<file path="config.mk">
export PLATFORM = sky130hd
export DESIGN_NAME = sparse_flg_encoder
export DESIGN_NICKNAME = d
export VERILOG_FILES = /design/src/rtl/sparse_flg_encoder.sv
export SDC_FILE = /design/constraint.sdc
export NUM_CORES = 1
export LEC_CHECK = 0
export BUFFER_PORTS_ARGS = -buffer_cell sky130_fd_sc_hd__buf_2
export CORE_AREA = 5 5 157 159
export CTS_CLUSTER_DIAMETER = 60
export CTS_CLUSTER_SIZE = 10
export DETAILED_ROUTE_END_ITERATION = 8
export DIE_AREA = 0 0 162 164
export PLACE_DENSITY_LB_ADDON = 0.12
export SETUP_SLACK_MARGIN = 0.5
export SYNTH_ARGS = -nofsm -noshare
export SYNTH_HDL_FRONTEND = slang
export SYNTH_SLANG_ARGS = --single-unit
</file>
<file path="constraint.sdc">
create_clock -name clk -period 5.5 [get_ports clk]
set_clock_uncertainty 0.1 [all_clocks]
set_input_delay 0.275 -clock clk [delete_from_list [all_inputs] [get_ports clk]]
set_output_delay 0.275 -clock clk [all_outputs]
set_load 0.05 [all_outputs]
</file>
<file path="src/rtl/sparse_flg_encoder.sv">
// Flag/compressed-value sparse writer: dense elements in, one occupancy flag word per group
// plus a packed stream of the nonzero values. Optional pruning via `FLGENC_PRUNE_EN.
module sparse_flg_encoder #(
  parameter int DATA_WIDTH  = 32,
  parameter int VAL_WIDTH   = 8,
  parameter int CNT_WIDTH   = 6,
  parameter int VFIFO_DEPTH = 4
) (
  input  logic                  clk,
  input  logic                  rst_n,
  input  logic                  in_vld,
  input  logic [VAL_WIDTH-1:0]  in_data,
  input  logic                  in_last,
  output logic                  in_rdy,
  output logic                  val_vld,
  output logic [VAL_WIDTH-1:0]  val_data,
  input  logic                  val_rdy,
  output logic                  flg_vld,
  output logic [DATA_WIDTH-1:0] flg_data,
  output logic [CNT_WIDTH-1:0]  flg_cnt,
  output logic                  flg_last,
  input  logic                  flg_rdy
`ifdef FLGENC_PRUNE_EN
  ,
  input  logic [VAL_WIDTH-1:0]  prune_th
`endif
);

  localparam int IDX_W = $clog2(DATA_WIDTH);
  localparam int PTR_W = $clog2(VFIFO_DEPTH);
  localparam int OCC_W = PTR_W + 1;

  typedef enum logic [0:0] {
    COLLECT = 1'b0,
    EMIT    = 1'b1
  } state_t;

  state_t                state_r;
  logic [IDX_W-1:0]      idx_r;
  logic [DATA_WIDTH-1:0] flg_acc_r;
  logic [CNT_WIDTH-1:0]  cnt_acc_r;

  logic [VAL_WIDTH-1:0]  mem_r [VFIFO_DEPTH];
  logic [PTR_W-1:0]      wr_ptr_r;
  logic [PTR_W-1:0]      rd_ptr_r;
  logic [OCC_W-1:0]      occ_r;

  logic                  full_s;
  logic                  accept_s;
  logic                  nz_s;
  logic                  push_s;
  logic                  pop_s;
  logic                  close_s;
  logic [DATA_WIDTH-1:0] flg_next_s;
  logic [CNT_WIDTH-1:0]  cnt_next_s;

`ifdef FLGENC_PRUNE_EN
  // Magnitude is taken one bit wider so the most negative value does not alias.
  function automatic logic keep_elem(input logic [VAL_WIDTH-1:0] d,
                                     input logic [VAL_WIDTH-1:0] th);
    logic [VAL_WIDTH:0] sext;
    logic [VAL_WIDTH:0] mag;
    sext = {d[VAL_WIDTH-1], d};
    if (d[VAL_WIDTH-1]) begin
      mag = ~sext + {{VAL_WIDTH{1'b0}}, 1'b1};
    end else begin
      mag = sext;
    end
    return mag > {1'b0, th};
  endfunction
`else
  function automatic logic keep_elem(input logic [VAL_WIDTH-1:0] d);
    return d != {VAL_WIDTH{1'b0}};
  endfunction
`endif

  // Handshake, element classification and next accumulator values.
  always_comb begin
    full_s   = (occ_r == OCC_W'(VFIFO_DEPTH));
    in_rdy   = rst_n & (state_r == COLLECT) & ~full_s;
    accept_s = in_vld & in_rdy;
`ifdef FLGENC_PRUNE_EN
    nz_s     = keep_elem(in_data, prune_th);
`else
    nz_s     = keep_elem(in_data);
`endif
    push_s   = accept_s & nz_s;
    val_vld  = (occ_r != {OCC_W{1'b0}});
    pop_s    = val_vld & val_rdy;
    close_s  = accept_s & (in_last | (idx_r == IDX_W'(DATA_WIDTH - 1)));
    if (nz_s) begin
      flg_next_s = flg_acc_r | (DATA_WIDTH'(1) << idx_r);
      cnt_next_s = cnt_acc_r + CNT_WIDTH'(1);
    end else begin
      flg_next_s = flg_acc_r;
      cnt_next_s = cnt_acc_r;
    end
    if (val_vld) begin
      val_data = mem_r[rd_ptr_r];
    end else begin
      val_data = {VAL_WIDTH{1'b0}};
    end
  end

  // Value FIFO: storage, wrapping pointers and occupancy.
  always_ff @(posedge clk or negedge rst_n) begin
    if (!rst_n) begin
      for (int i = 0; i < VFIFO_DEPTH; i++) begin
        mem_r[i] <= {VAL_WIDTH{1'b0}};
      end
      wr_ptr_r <= {PTR_W{1'b0}};
      rd_ptr_r <= {PTR_W{1'b0}};
      occ_r    <= {OCC_W{1'b0}};
    end else begin
      if (push_s) begin
        mem_r[wr_ptr_r] <= in_data;
        wr_ptr_r        <= wr_ptr_r + PTR_W'(1);
      end
      if (pop_s) begin
        rd_ptr_r <= rd_ptr_r + PTR_W'(1);
      end
      case ({push_s, pop_s})
        2'b10:   occ_r <= occ_r + OCC_W'(1);
        2'b01:   occ_r <= occ_r - OCC_W'(1);
        default: occ_r <= occ_r;
      endcase
    end
  end

  // Group FSM: collect flags, then hold the flag word until it is taken.
  always_ff @(posedge clk or negedge rst_n) begin
    if (!rst_n) begin
      state_r   <= COLLECT;
      idx_r     <= {IDX_W{1'b0}};
      flg_acc_r <= {DATA_WIDTH{1'b0}};
      cnt_acc_r <= {CNT_WIDTH{1'b0}};
      flg_vld   <= 1'b0;
      flg_data  <= {DATA_WIDTH{1'b0}};
      flg_cnt   <= {CNT_WIDTH{1'b0}};
      flg_last  <= 1'b0;
    end else begin
      case (state_r)
        COLLECT: begin
          if (accept_s) begin
            idx_r     <= idx_r + IDX_W'(1);
            flg_acc_r <= flg_next_s;
            cnt_acc_r <= cnt_next_s;
            if (close_s) begin
              flg_data <= flg_next_s;
              flg_cnt  <= cnt_next_s;
              flg_last <= in_last;
              flg_vld  <= 1'b1;
              state_r  <= EMIT;
            end
          end
        end
        EMIT: begin
          if (flg_rdy) begin
            flg_vld   <= 1'b0;
            state_r   <= COLLECT;
            idx_r     <= {IDX_W{1'b0}};
            flg_acc_r <= {DATA_WIDTH{1'b0}};
            cnt_acc_r <= {CNT_WIDTH{1'b0}};
          end
        end
        default: begin
          state_r <= COLLECT;
        end
      endcase
    end
  end

endmodule

</file>
### After elaboration in Yosys (flattened, before gate mapping)

Cells that the tools add are included.

* add/subtract/negate cells: 6
* order comparisons: 3
* equal/unequal tests: 7
* shift-type cells: 1
* mux-type cells: 27
* bitwise gates (word level): 12
* reduce and logical (&&, ||, !) cells: 7

Operators with widths (count)
* 32-bit two-way mux: 3
* 32-bit one-hot mux with 2 select lines: 1
* 32-bit bitwise mux: 1
* 8-bit two-way mux: 4
* 32-bit bitwise OR: 1
* 1-bit by 5-bit left shift with 32-bit output (first input constant): 1
* 6-bit two-way mux: 3
* 8-bit binary-select mux with 2-bit select: 1
* 8-bit demux with 2-bit select: 1
* 6-bit one-hot mux with 2 select lines: 1
* 5-bit two-way mux: 2
* 5-bit one-hot mux with 2 select lines: 1
* 8-bit nonzero test: 1
* 6-bit by 1-bit adder with 6-bit output (second input constant): 1
* 1-bit AND: 6
* 3-bit greater-or-equal comparator (second input constant): 2
* 1-bit two-way mux: 6
* 2-bit != test (second input constant): 3
* 2-bit inverter with 3-bit output: 2
* 3-bit one-hot mux with 2 select lines: 1
* 3-bit AND reduction: 2
* 5-bit by 1-bit adder with 5-bit output (second input constant): 1
* 5-bit == test (second input constant): 1
* 2-bit by 1-bit adder with 2-bit output (second input constant): 2
* 13 further kinds: 15

* register bits after elaboration: 123
* bits of input ports: 14
* output and inout port bits: 50
* logic and storage cells: 78

### Longest topological paths before layout

* depth after elaboration: 8
* depth in mapped cells: 10
* mapped depth without buffers: 9

### Worst setup path before layout

OpenSTA, ideal clock, no wires.

* path type: reg-to-reg
* start: reg occ_r[0]
* end: reg occ_r[2]
* arrival: 2.298 ns
* required time: 5.321 ns
* setup slack: 3.023 ns
* cell stages (with the launch flop): 10
* path through: dfrtp_1 > or3_1 > clkbuf_1 > and2_1 > ha_1 > inv_1 > fa_1 > xor2_1 > nor2_1 > xor2_1

RTL lines
* start, declared: line 46 `logic [OCC_W-1:0] occ_r;`
* start signal, assigned: line 113 `occ_r <= {OCC_W{1'b0}};`
* start signal, assigned: line 123 `2'b10: occ_r <= occ_r + OCC_W'(1);`
* start signal, assigned: line 124 `2'b01: occ_r <= occ_r - OCC_W'(1);`
* 3-bit nonzero test (*): line 88 `val_vld = (occ_r != {OCC_W{1'b0}});`
* via val_vld: line 15 `output logic val_vld,`
* 1-bit AND (*): line 89 `pop_s = val_vld & val_rdy;`
* via pop_s: line 52 `logic pop_s;`
* 2-bit by 1-bit == test with 1-bit output / 2-bit == test (equally long branches): line 122 `case ({push_s, pop_s})`
* 3-bit one-hot mux with 2 select lines / 2-bit nonzero test (equally long branches)

Mark *: on every way through the listed nets, which the timed path passes. The rest lies on a longest branch.
A chain may end at the register's enable or synchronous reset.

### Worst setup path in the final report

* start: in rst_n
* end: reg occ_r[1]

* longest elaborated chain between the ends: 6

Ends and longest elaborated chain
* start, declared: line 10 `input logic rst_n,`
* 1-bit AND (*) (2 in a row): line 80 `in_rdy = rst_n & (state_r == COLLECT) & ~full_s;`
* 1-bit AND (*): line 81 `accept_s = in_vld & in_rdy;`
* 1-bit AND (*): line 87 `push_s = accept_s & nz_s;`
* 2-bit by 1-bit == test with 1-bit output / 2-bit == test (equally long branches): line 122
* 3-bit one-hot mux with 2 select lines / 2-bit nonzero test (equally long branches)
* end signal, assigned: line 123
* end signal, assigned: line 124
* end signal, assigned: line 125 `default: occ_r <= occ_r;`

Every way passes the cells marked *; elsewhere a longest branch is shown, timed or not.

==> results.ini <==
[run_status]
status = completed

[synth]
seq_area_frac_synth_pct = 54.4
ys_types = 45
ys_warn_count = 0
post_synth_instance_area_um2 = 5660
syn_nets = 487
synth.avg_cell_area_um2 = 12.3
synth_cells = 459
synth-seq-cells = 123

[global_routing]
grt_pass1_wl_um = 24000
track_usage_pct = 11.8
use_met3_pct = 3.09
grt.busiest_layer = met2
antenna_found_initial = 0
use_met2_pct = 18.4
grtUsageMet1_pct = 16.2
overflow = 0
grt_max_degree = 46
grt_pass1_vias = 3933

[finish]
final_nets = 554
final_layout_size_suffix_gt1_share_pct = 25.4
antenna_cells = 0
area_growth_pct = 22.3

[sta]
max_slew_margin_pct = 37.1
finalCriticalPeriod_ps = 2980
timing.final.crit_share_pct = 54.2
finalSetupViolations = 0
finalHoldViolCount = 0
maxSlewViolCount = 0
worst_pin_slew_ps = 933
whs_ps = 57.6
rsz0062_at_grt = no
fmax_mhz = 336
setup-tns-final_ps = 0

[floorplanning]
coreArea_um2 = 23100
io_pins = 64
rows = 56
start_util_pct = 24.5
die_w_um = 162
die_area_um2 = 26600
die_h_um = 164

[place]
numPortBuffers = 63
place_congestion = 0.721
dp.final_hpwl_um = 9760

[flow_run]
max_cap_violations = 0

[routing]
drc = 0
ant_nets = 0
vias = 3752
totalWireLength_um = 14800
drt_iter0_markers = 198
firstDrtPassIters = 4
viasPerCell = 4.53
wire_per_inst_um = 17.9

[setup_path]
critical_path_class = in2reg
crit_path_end_kind = flip-flop
worstPathArrival_ps = 3200
start_kind = input port
cp_max_fo = 45
worstPathRequired_ps = 5720

[cts]
cts_hold_buf = 2
cts_max_path_buffers = 2
path_clk_slew_ps = 60
numClockSinks = 123
numCtsBuffers = 17
htreeDepth = 4
ctsResizeCount = 0
clockRootBuffer = clkbuf_16
cts_setup_buffers = 0
clk_latency_ps = 410
cts_tree = done

[power]
leakage_nw = 3.04
power_density_nw_per_um2 = 576
ir_drop_uv = 327

[hold_path]
hold_path.class = in2reg

-- cell type report --
| cell class | instances | area (µm²) |
|---|---|---|
| clock buffer | 19 | 443 |
| timing repair buffer | 71 | 383 |
| fill | 2342 | 16200 |
| tap | 290 | 363 |
| inverter | 10 | 37.5 |
| clock inverter | 13 | 214 |
| multi-input combinational | 303 | 2400 |
| sequential | 123 | 3080 |
-- routing by layer --
metal,up-vias,wire (µm)
li1,1781,-
met1,1880,7120
met2,78,7000
met3,13,512
met4,0,163
met5,-,0
-- path summary, 6_finish.rpt --
kind                       cells after the start          start             to  slack (ps)
max                                            9          rst_n       occ_r[1]        2520
min                                            2     in_data[1]       mem_r[9]          60
max reg2reg                                    7        state_r       occ_r[1]        2990
min reg2reg                                    2  flg_acc_r[29]  flg_acc_r[29]         380
max in group asynchronous                      4          rst_n    flg_data[5]        3410
min in group asynchronous                      2          rst_n        flg_vld         310
-- cells by family (layout without fill, tap and decap cells) --
group	after synthesis	in the layout	synth area share [%]
AOI/OAI and AO/OA	94	94	10.6
xor gates and xnor gates	12	12	1.86
adders and majority gates	14	14	3.23
buffers and inverters	33	113	3.25
DFF	123	123	54.4
muxes	75	75	15.8
and+or+nand+nor	108	108	10.9
-- Yosys cell counts, drive strengths merged --
master | n | area [µm²]
a211oi | 1 | 7.51
a21o | 1 | 7.51
a21oi | 8 | 40.0
a22o | 3 | 26.3
a31oi | 4 | 25.0
a32o | 1 | 10.0
and2 | 9 | 56.3
and3 | 1 | 6.26
buf | 14 | 110
clkbuf | 9 | 36.3
dfrtp | 123 | 3080
fa | 1 | 20.0
ha | 13 | 163
inv | 10 | 37.5
mux2 | 34 | 383
mux2i | 33 | 330
mux4 | 8 | 180
nand2 | 55 | 209
nand3 | 16 | 130
nand3b | 3 | 51.3
nand4 | 1 | 6.26
nor2 | 11 | 56.3
nor3 | 3 | 15.0
nor3b | 2 | 20.0
nor4 | 2 | 25.0
o21a | 1 | 7.51
o21ai | 51 | 297
o31ai | 24 | 180
or2 | 1 | 6.26
or3 | 2 | 12.5
or4 | 2 | 22.5
xnor2 | 8 | 70.1
xor2 | 4 | 35.0
-- sequential cells by signal, indices dropped and copies added (netlist names), 3 cells and up --
signal / cells
cnt_acc_r: 6
occ_r: 3
flg_data: 32
idx_r: 5
flg_acc_r: 32
mem_r: 32
flg_cnt: 6
-- metrics by stage --
stage / utilization [%] / setup slack (ps) / power, W / cells / area (µm²)
final: 29.9 / 2520 / 0.00399 / 829 / 6920
after floorplan: - / 3020 / 0.00241 / 459 / 5660
after global routing: 29.9 / 2290 / 0.00423 / 829 / 6920
after CTS: 29.9 / 2460 / 0.00406 / 829 / 6920
after global placement: 27.0 / 2530 / 0.00276 / 795 / 6240
after detailed placement: 27.0 / 2520 / 0.00278 / 795 / 6240
-- power by group --
group,leakage (nW),internal (W),switching [W]
Sequential,1.60,0.00117,0.000215
Combinational,1.12,0.000462,0.000896
Clock,0.315,0.000821,0.000429
-- critical path: stages --
cell           delay [ps]
dlygate4sd3_1         520
buf_4                 490
nand3b_4              190
nor2_4                600
nand2_2               170
ha_1                  270
inv_1                  70
fa_1                  410
o21ai_0               170
-- cell usage in the layout, fill, tap and decap left out, types with 7 or more instances in the layout --
cell type | synthesis | layout
mux4_2 | 8 | 8
o21ai_2 | 11 | 11
inv_1 | 10 | 10
clkbuf_16 | 0 | 17
dfrtp_1 | 123 | 123
a21oi_1 | 8 | 8
mux2i_1 | 33 | 33
nand3_1 | 12 | 12
xnor2_1 | 8 | 8
and2_1 | 9 | 9
o31ai_1 | 24 | 24
mux2_1 | 33 | 33
nand2_1 | 54 | 54
o21ai_0 | 37 | 37
ha_1 | 13 | 13
buf_2 | 6 | 62
nor2_1 | 9 | 9
buf_4 | 5 | 7
Power figures use the tool's default switching activity.
